--- src/rtl/cpu_pkg.sv ---
// Shared CPU types: data width, register address width and the writeback
// request payload used by both the pipeline and long-latency paths.
package cpu_pkg;

    localparam int XLEN       = 32;
    localparam int REG_ADDR_W = 5;

    typedef struct packed {
        logic [REG_ADDR_W-1:0] rd;
        logic [XLEN-1:0]       wd;
    } wb_req_t;

endpackage

--- src/rtl/wb_fifo.sv ---
// Small power-of-two FIFO of writeback requests with a combinational
// destination-register lookup over the live entries.
module wb_fifo
    import cpu_pkg::*;
#(
    parameter int DEPTH = 4
) (
    input  logic                  clk,
    input  logic                  reset,
    input  logic                  push,
    input  wb_req_t               push_data,
    input  logic                  pop,
    output wb_req_t               head,
    output logic                  full,
    output logic                  empty,
    output logic [$clog2(DEPTH):0] count,
    input  logic [REG_ADDR_W-1:0] match_addr1,
    input  logic [REG_ADDR_W-1:0] match_addr2,
    output logic                  match1,
    output logic                  match2
);

    localparam int              PTR_W    = $clog2(DEPTH);
    localparam logic [PTR_W:0]  FULL_CNT = (PTR_W + 1)'(DEPTH);

    wb_req_t          mem [DEPTH];
    logic [PTR_W-1:0] head_ptr;
    logic [PTR_W-1:0] tail_ptr;
    logic [DEPTH-1:0] live;

    // NOTE: sequential state uses non-blocking assignments so every register
    // samples the pre-edge values, independent of statement order.
    always_ff @(posedge clk) begin
        if (reset) begin
            head_ptr <= '0;
            tail_ptr <= '0;
            count    <= '0;
        end else begin
            if (push) tail_ptr <= tail_ptr + 1'b1;
            if (pop)  head_ptr <= head_ptr + 1'b1;
            case ({push, pop})
                2'b10:   count <= count + 1'b1;
                2'b01:   count <= count - 1'b1;
                default: ;
            endcase
        end
    end

    // NOTE: storage is not reset; count/pointers alone decide which entries
    // are live, so stale data is never observed and the array maps to RAM.
    always_ff @(posedge clk) begin
        if (push) mem[tail_ptr] <= push_data;
    end

    assign head  = mem[head_ptr];
    assign full  = (count == FULL_CNT);
    assign empty = (count == '0);

    // NOTE: every always_comb output gets a default before any conditional
    // update, so no path can hold a previous value and infer a latch.
    always_comb begin
        live = '0;
        for (int i = 0; i < DEPTH; i++) begin
            live[i] = ({1'b0, PTR_W'(i) - head_ptr} < count);
        end
    end

    always_comb begin
        match1 = 1'b0;
        match2 = 1'b0;
        for (int i = 0; i < DEPTH; i++) begin
            if (live[i] && (mem[i].rd == match_addr1)) match1 = 1'b1;
            if (live[i] && (mem[i].rd == match_addr2)) match2 = 1'b1;
        end
    end

endmodule

--- src/rtl/wb_arbiter.sv ---
// Register-file write-port arbiter: pipeline writeback first, buffered
// long-latency results second, zero-latency bypass when idle.
module wb_arbiter #(
    parameter int XLEN       = cpu_pkg::XLEN,
    parameter int DEPTH      = 4,
    parameter int STARVE_MAX = 8
) (
    input  logic                           clk,
    input  logic                           reset,
    input  logic                           pipe_we,
    input  logic [cpu_pkg::REG_ADDR_W-1:0] pipe_rd,
    input  logic [XLEN-1:0]                pipe_wd,
    input  logic                           ll_valid,
    output logic                           ll_ready,
    input  logic [cpu_pkg::REG_ADDR_W-1:0] ll_rd,
    input  logic [XLEN-1:0]                ll_wd,
    output logic                           pipe_stall,
    output logic                           regwrite,
    output logic [cpu_pkg::REG_ADDR_W-1:0] waddr,
    output logic [XLEN-1:0]                wdata,
    input  logic [cpu_pkg::REG_ADDR_W-1:0] chk_raddr1,
    input  logic [cpu_pkg::REG_ADDR_W-1:0] chk_raddr2,
    output logic                           chk_busy1,
    output logic                           chk_busy2
);

    import cpu_pkg::*;

    localparam int                PTR_W     = $clog2(DEPTH);
    localparam logic [PTR_W:0]    DEPTH_CNT = (PTR_W + 1)'(DEPTH);
    localparam int                CNT_W     = $clog2(STARVE_MAX + 1);
    localparam logic [CNT_W-1:0]  STARVE_LIM = CNT_W'(STARVE_MAX);

    wb_req_t          ll_req;
    wb_req_t          fifo_head;
    logic             fifo_push;
    logic             fifo_pop;
    logic             fifo_full;
    logic             fifo_empty;
    logic [PTR_W:0]   fifo_count;
    logic             match1;
    logic             match2;

    logic             pipe_eff;
    logic             ll_eff;
    logic [CNT_W-1:0] starve_cnt;
    logic [CNT_W-1:0] starve_next;
    logic             stall_next;

    assign ll_req   = '{rd: ll_rd, wd: ll_wd};
    assign ll_ready = !reset && !fifo_full;
    assign pipe_eff = pipe_we && (pipe_rd != '0);
    assign ll_eff   = ll_valid && ll_ready && (ll_rd != '0);

    wb_fifo #(
        .DEPTH(DEPTH)
    ) u_fifo (
        .clk        (clk),
        .reset      (reset),
        .push       (fifo_push),
        .push_data  (ll_req),
        .pop        (fifo_pop),
        .head       (fifo_head),
        .full       (fifo_full),
        .empty      (fifo_empty),
        .count      (fifo_count),
        .match_addr1(chk_raddr1),
        .match_addr2(chk_raddr2),
        .match1     (match1),
        .match2     (match2)
    );

    // A bypassed LL result is consumed by the write port and never enqueued.
    always_comb begin
        regwrite  = 1'b0;
        waddr     = '0;
        wdata     = '0;
        fifo_push = 1'b0;
        fifo_pop  = 1'b0;
        if (!reset) begin
            if (pipe_eff) begin
                regwrite  = 1'b1;
                waddr     = pipe_rd;
                wdata     = pipe_wd;
                fifo_push = ll_eff;
            end else if (!fifo_empty) begin
                regwrite  = 1'b1;
                waddr     = fifo_head.rd;
                wdata     = fifo_head.wd;
                fifo_pop  = 1'b1;
                fifo_push = ll_eff;
            end else if (ll_eff) begin
                regwrite  = 1'b1;
                waddr     = ll_rd;
                wdata     = ll_wd;
            end
        end
    end

    // Counts consecutive cycles a buffered result is locked out by the pipe.
    always_comb begin
        starve_next = starve_cnt;
        stall_next  = pipe_stall;
        if (fifo_empty || fifo_pop) begin
            starve_next = '0;
        end else if (pipe_eff && (starve_cnt != STARVE_LIM)) begin
            starve_next = starve_cnt + 1'b1;
        end
        if (fifo_pop) begin
            stall_next = 1'b0;
        end else if (starve_next == STARVE_LIM) begin
            stall_next = 1'b1;
        end
    end

    always_ff @(posedge clk) begin
        if (reset) begin
            starve_cnt <= '0;
            pipe_stall <= 1'b0;
        end else begin
            starve_cnt <= starve_next;
            pipe_stall <= stall_next;
        end
    end

    assign chk_busy1 = !reset && (chk_raddr1 != '0) && match1;
    assign chk_busy2 = !reset && (chk_raddr2 != '0) && match2;

    a_no_write_while_stalled: assert property (
        @(posedge clk) disable iff (reset) !(pipe_we && pipe_stall));

    a_count_in_range: assert property (
        @(posedge clk) disable iff (reset) (fifo_count <= DEPTH_CNT));

endmodule

--- config.mk ---
export PLATFORM = sky130hd
export DESIGN_NAME = wb_arbiter
export DESIGN_NICKNAME = d
export VERILOG_FILES = /design/src/rtl/cpu_pkg.sv /design/src/rtl/wb_fifo.sv /design/src/rtl/wb_arbiter.sv
export SDC_FILE = /design/constraint.sdc
export NUM_CORES = 1
export LEC_CHECK = 0
export CORE_MARGIN = 1.5
export CORE_UTILIZATION = 55
export CTS_BUF_LIST = sky130_fd_sc_hd__clkbuf_8
export DETAILED_ROUTE_END_ITERATION = 6
export HOLD_SLACK_MARGIN = 0.15
export PLACE_DENSITY = 0.84
export SKIP_CTS_REPAIR_TIMING = 1
export SLEW_MARGIN = 10
export SYNTH_ARGS = -nofsm -noshare
export SYNTH_HDL_FRONTEND = slang
export SYNTH_SLANG_ARGS = --single-unit
--- constraint.sdc ---
create_clock -name clk -period 5.8 [get_ports clk]
set_input_delay 1.16 -clock clk [delete_from_list [all_inputs] [get_ports clk]]
set_output_delay 1.16 -clock clk [all_outputs]
set_load 0.01 [all_outputs]
==> impl_metrics.py <==
metrics = {
    "hold_path": {
        "hp-class": "flop to flop",
    },
    "layout": {
        "drive_above_1_share": 0.129,
        "fin_cells": 834,
        "regArea_um2": 4730,
        "antenna_cells": 0,
        "final_area_um2": 9360,
        "nNetsFinal": 745,
        "final_cell_mix": "edfxtp_1 (148), clkdlybuf4s50_1 (129), a21oi_1 (43)",
        "nFillCells": 881,
        "multiInputGateArea_um2": 2620,
        "final_common_cell": "edfxtp_1",
        "syn_to_final_growth_pct": 23.6,
    },
    "timing": {
        "rsz0062_at_grt": "no",
        "min_period_ps": 5080,
        "max_freq_ghz": 0.197,
        "tightestPinTransition_ps": 1040,
        "hold_viol": 0,
        "skew_ps": 10.0,
        "finalSetupTns_ps": 0,
        "period_share": 0.876,
        "setup_viol": 0,
        "drv_slew": 0,
        "whs_ps": 506,
        "slew_headroom": 0.309,
    },
    "yosys": {
        "synth_flop_cell": "edfxtp_1",
        "synth_area_leaders": "edfxtp_1 (59%), mux4_2 (11%), dfxtp_1 (3.7%)",
        "postSynth.asyncResetShare": 0,
        "ys_ff_latch": 162,
        "syn_area_per_cell_um2": 14.3,
        "syn_nets": 631,
        "synthesis.area_um2": 7570,
        "syn_inst": 531,
        "yosysSeqAreaShare": 0.624,
        "yosysTopAreaCell": "edfxtp_1",
        "ys_types": 40,
        "yosys.area.top_type_share": 0.587,
        "yosys_warnings": 0,
        "synth-edff-count": 148,
    },
    "clocking": {
        "clk_latency_ps": 440,
        "cts-root-buf": "clkbuf_8",
        "cts_buffers": 17,
        "cts_tree": "yes",
        "clock_sinks": 162,
        "htreeDepth": 4,
        "cts_buffer_depth": 2,
        "clk_pin_slew_ps": 80,
    },
    "power": {
        "irDropWorstVdd_mv": 0.217,
        "swShare": 0.250,
        "seqPwrFrac": 0.511,
        "p_comb_frac": 0.169,
        "p_leak_nw": 2.96,
        "clock_power_share": 0.320,
        "p_int_mw": 1.94,
        "power_density_nw_per_um2": 276,
        "power.net_switching_uw": 648,
    },
    "worst_setup_path": {
        "crit_path_end_kind": "output pin",
        "critPathArrivalTime_ps": 3920,
        "crit_slowest_cell": "o31ai_4",
        "crit_top_cell": "clkdlybuf4s50_1",
        "crit_type": "input pin to output pin",
        "crit_chain": "clkdlybuf4s50_1 > or3_4 > o31ai_4 > buf_4 > nor2_1 > a211oi_1 > clkdlybuf4s50_1",
        "start_kind": "input pin",
        "cp.required_ps": 4640,
        "path_max_fanout": 16,
        "r2r_setup_slack_ps": 2560,
        "crit_path_max_incr_delay_ps": 610,
    },
    "floorplan": {
        "fp.dieW_um": 120,
        "start_util": 0.567,
        "dieHeight_um": 120,
        "die-area_um2": 14500,
        "coreArea_um2": 13300,
        "boundaryPins": 130,
        "row_count": 42,
    },
    "placement": {
        "placed_area_um2": 8960,
        "dp.cells": 802,
        "gp_congestion": 0.929,
        "hpwl_um": 12100,
        "port_buffers": 129,
    },
    "drt": {
        "via_per_inst": 6.06,
        "first_pass_iters": 4,
        "ant_nets": 0,
        "drc": 0,
        "drt_iter0_markers": 332,
        "wl_per_cell_um": 21.8,
        "routed_wirelength_um": 18100,
        "num_vias": 5056,
    },
    "global_routing": {
        "grt_pass1_vias": 5165,
        "grt-ovfl-total": 0,
        "grtUsageTotal": 0.261,
        "grt_pass1_wl_um": 28300,
        "antenna_found_initial": 0,
        "grt_max_degree": 42,
    },
    "flow_run": {
        "drv_cap": 0,
    },
    "status": {
        "status": "finished, final reports clean",
    },
}
## layer usage
metal	vias to the layer above	global-route usage	share of wire
met5	-	0	0
met4	0	0.0779	0.015
met3	25	0.0519	0.069
met2	226	0.443	0.51
met1	2533	0.345	0.41
li1	2272	-	-
## flip-flops by register name, summed over array words and instances (netlist names), named ones only
signal,count
starve_cnt,4
u_fifo.count,3
pipe_stall,1
u_fifo.head_ptr,2
u_fifo.mem,148
u_fifo.tail_ptr,2
## cell type report
class / instances / area share
flip-flops and latches: 162 / 0.505
multi-input cells: 316 / 0.280
repair buffers: 137 / 0.144
clock buffers: 17 / 0.0250
well taps: 176 / 0.0235
clock inverters: 15 / 0.0175
inverters: 11 / 0.00441
## worst max-delay path: cells and delay by family
kind	cells	cell delay (ps)
buffers and inverters	3	1350
AOI/OAI and AO/OA	2	900
and+or+nand+nor	2	490
## logic make-up after synthesis
family / Yosys count / synth area share
compound gates: 93 / 0.0780
xor+xnor: 49 / 0.0567
fa+ha+maj: 12 / 0.0208
buf+inv: 53 / 0.0315
flops: 162 / 0.624
mux: 38 / 0.111
simple gates: 124 / 0.0778
## power by group through the flow
stage                     clock [mW]  sequential [mW]  combinational, mW
after floorplan                    0             1.33              0.251
after global placement             0             1.35              0.421
after detailed placement           0             1.35              0.432
after CTS                      0.833             1.32              0.438
after global routing           0.880             1.32              0.471
final                          0.827             1.32              0.437
## per-stage QoR
step	utilization	power (mW)	setup WS (ps)
3_5_place_dp	0.671	1.78	772
6_report	0.701	2.59	721
5_1_grt	0.701	2.68	632
2_1_floorplan	-	1.58	2140
4_1_cts	0.701	2.59	747
3_3_place_gp	0.671	1.77	908
## cells in the mapped netlist, types with 14 or more instances
master    count
a21oi_1      43
buf_2        14
clkbuf_1     17
dfxtp_1      14
edfxtp_1    148
mux4_2       37
nand2_1      22
nand3_1      15
nor2_1       36
nor3_1       28
o22ai_1      22
xnor2_1      24
xor2_1       25
## worst paths after layout
kind,start,end,cells past startpoint
worst max-delay path,pipe_rd[4],wdata[19],7
worst min-delay path,pipe_stall,pipe_stall,2
worst max register to register,u_fifo.count[2],u_fifo.count[2],10
worst min register to register,pipe_stall,pipe_stall,2
No activity file was read; power rests on OpenSTA's default activity.
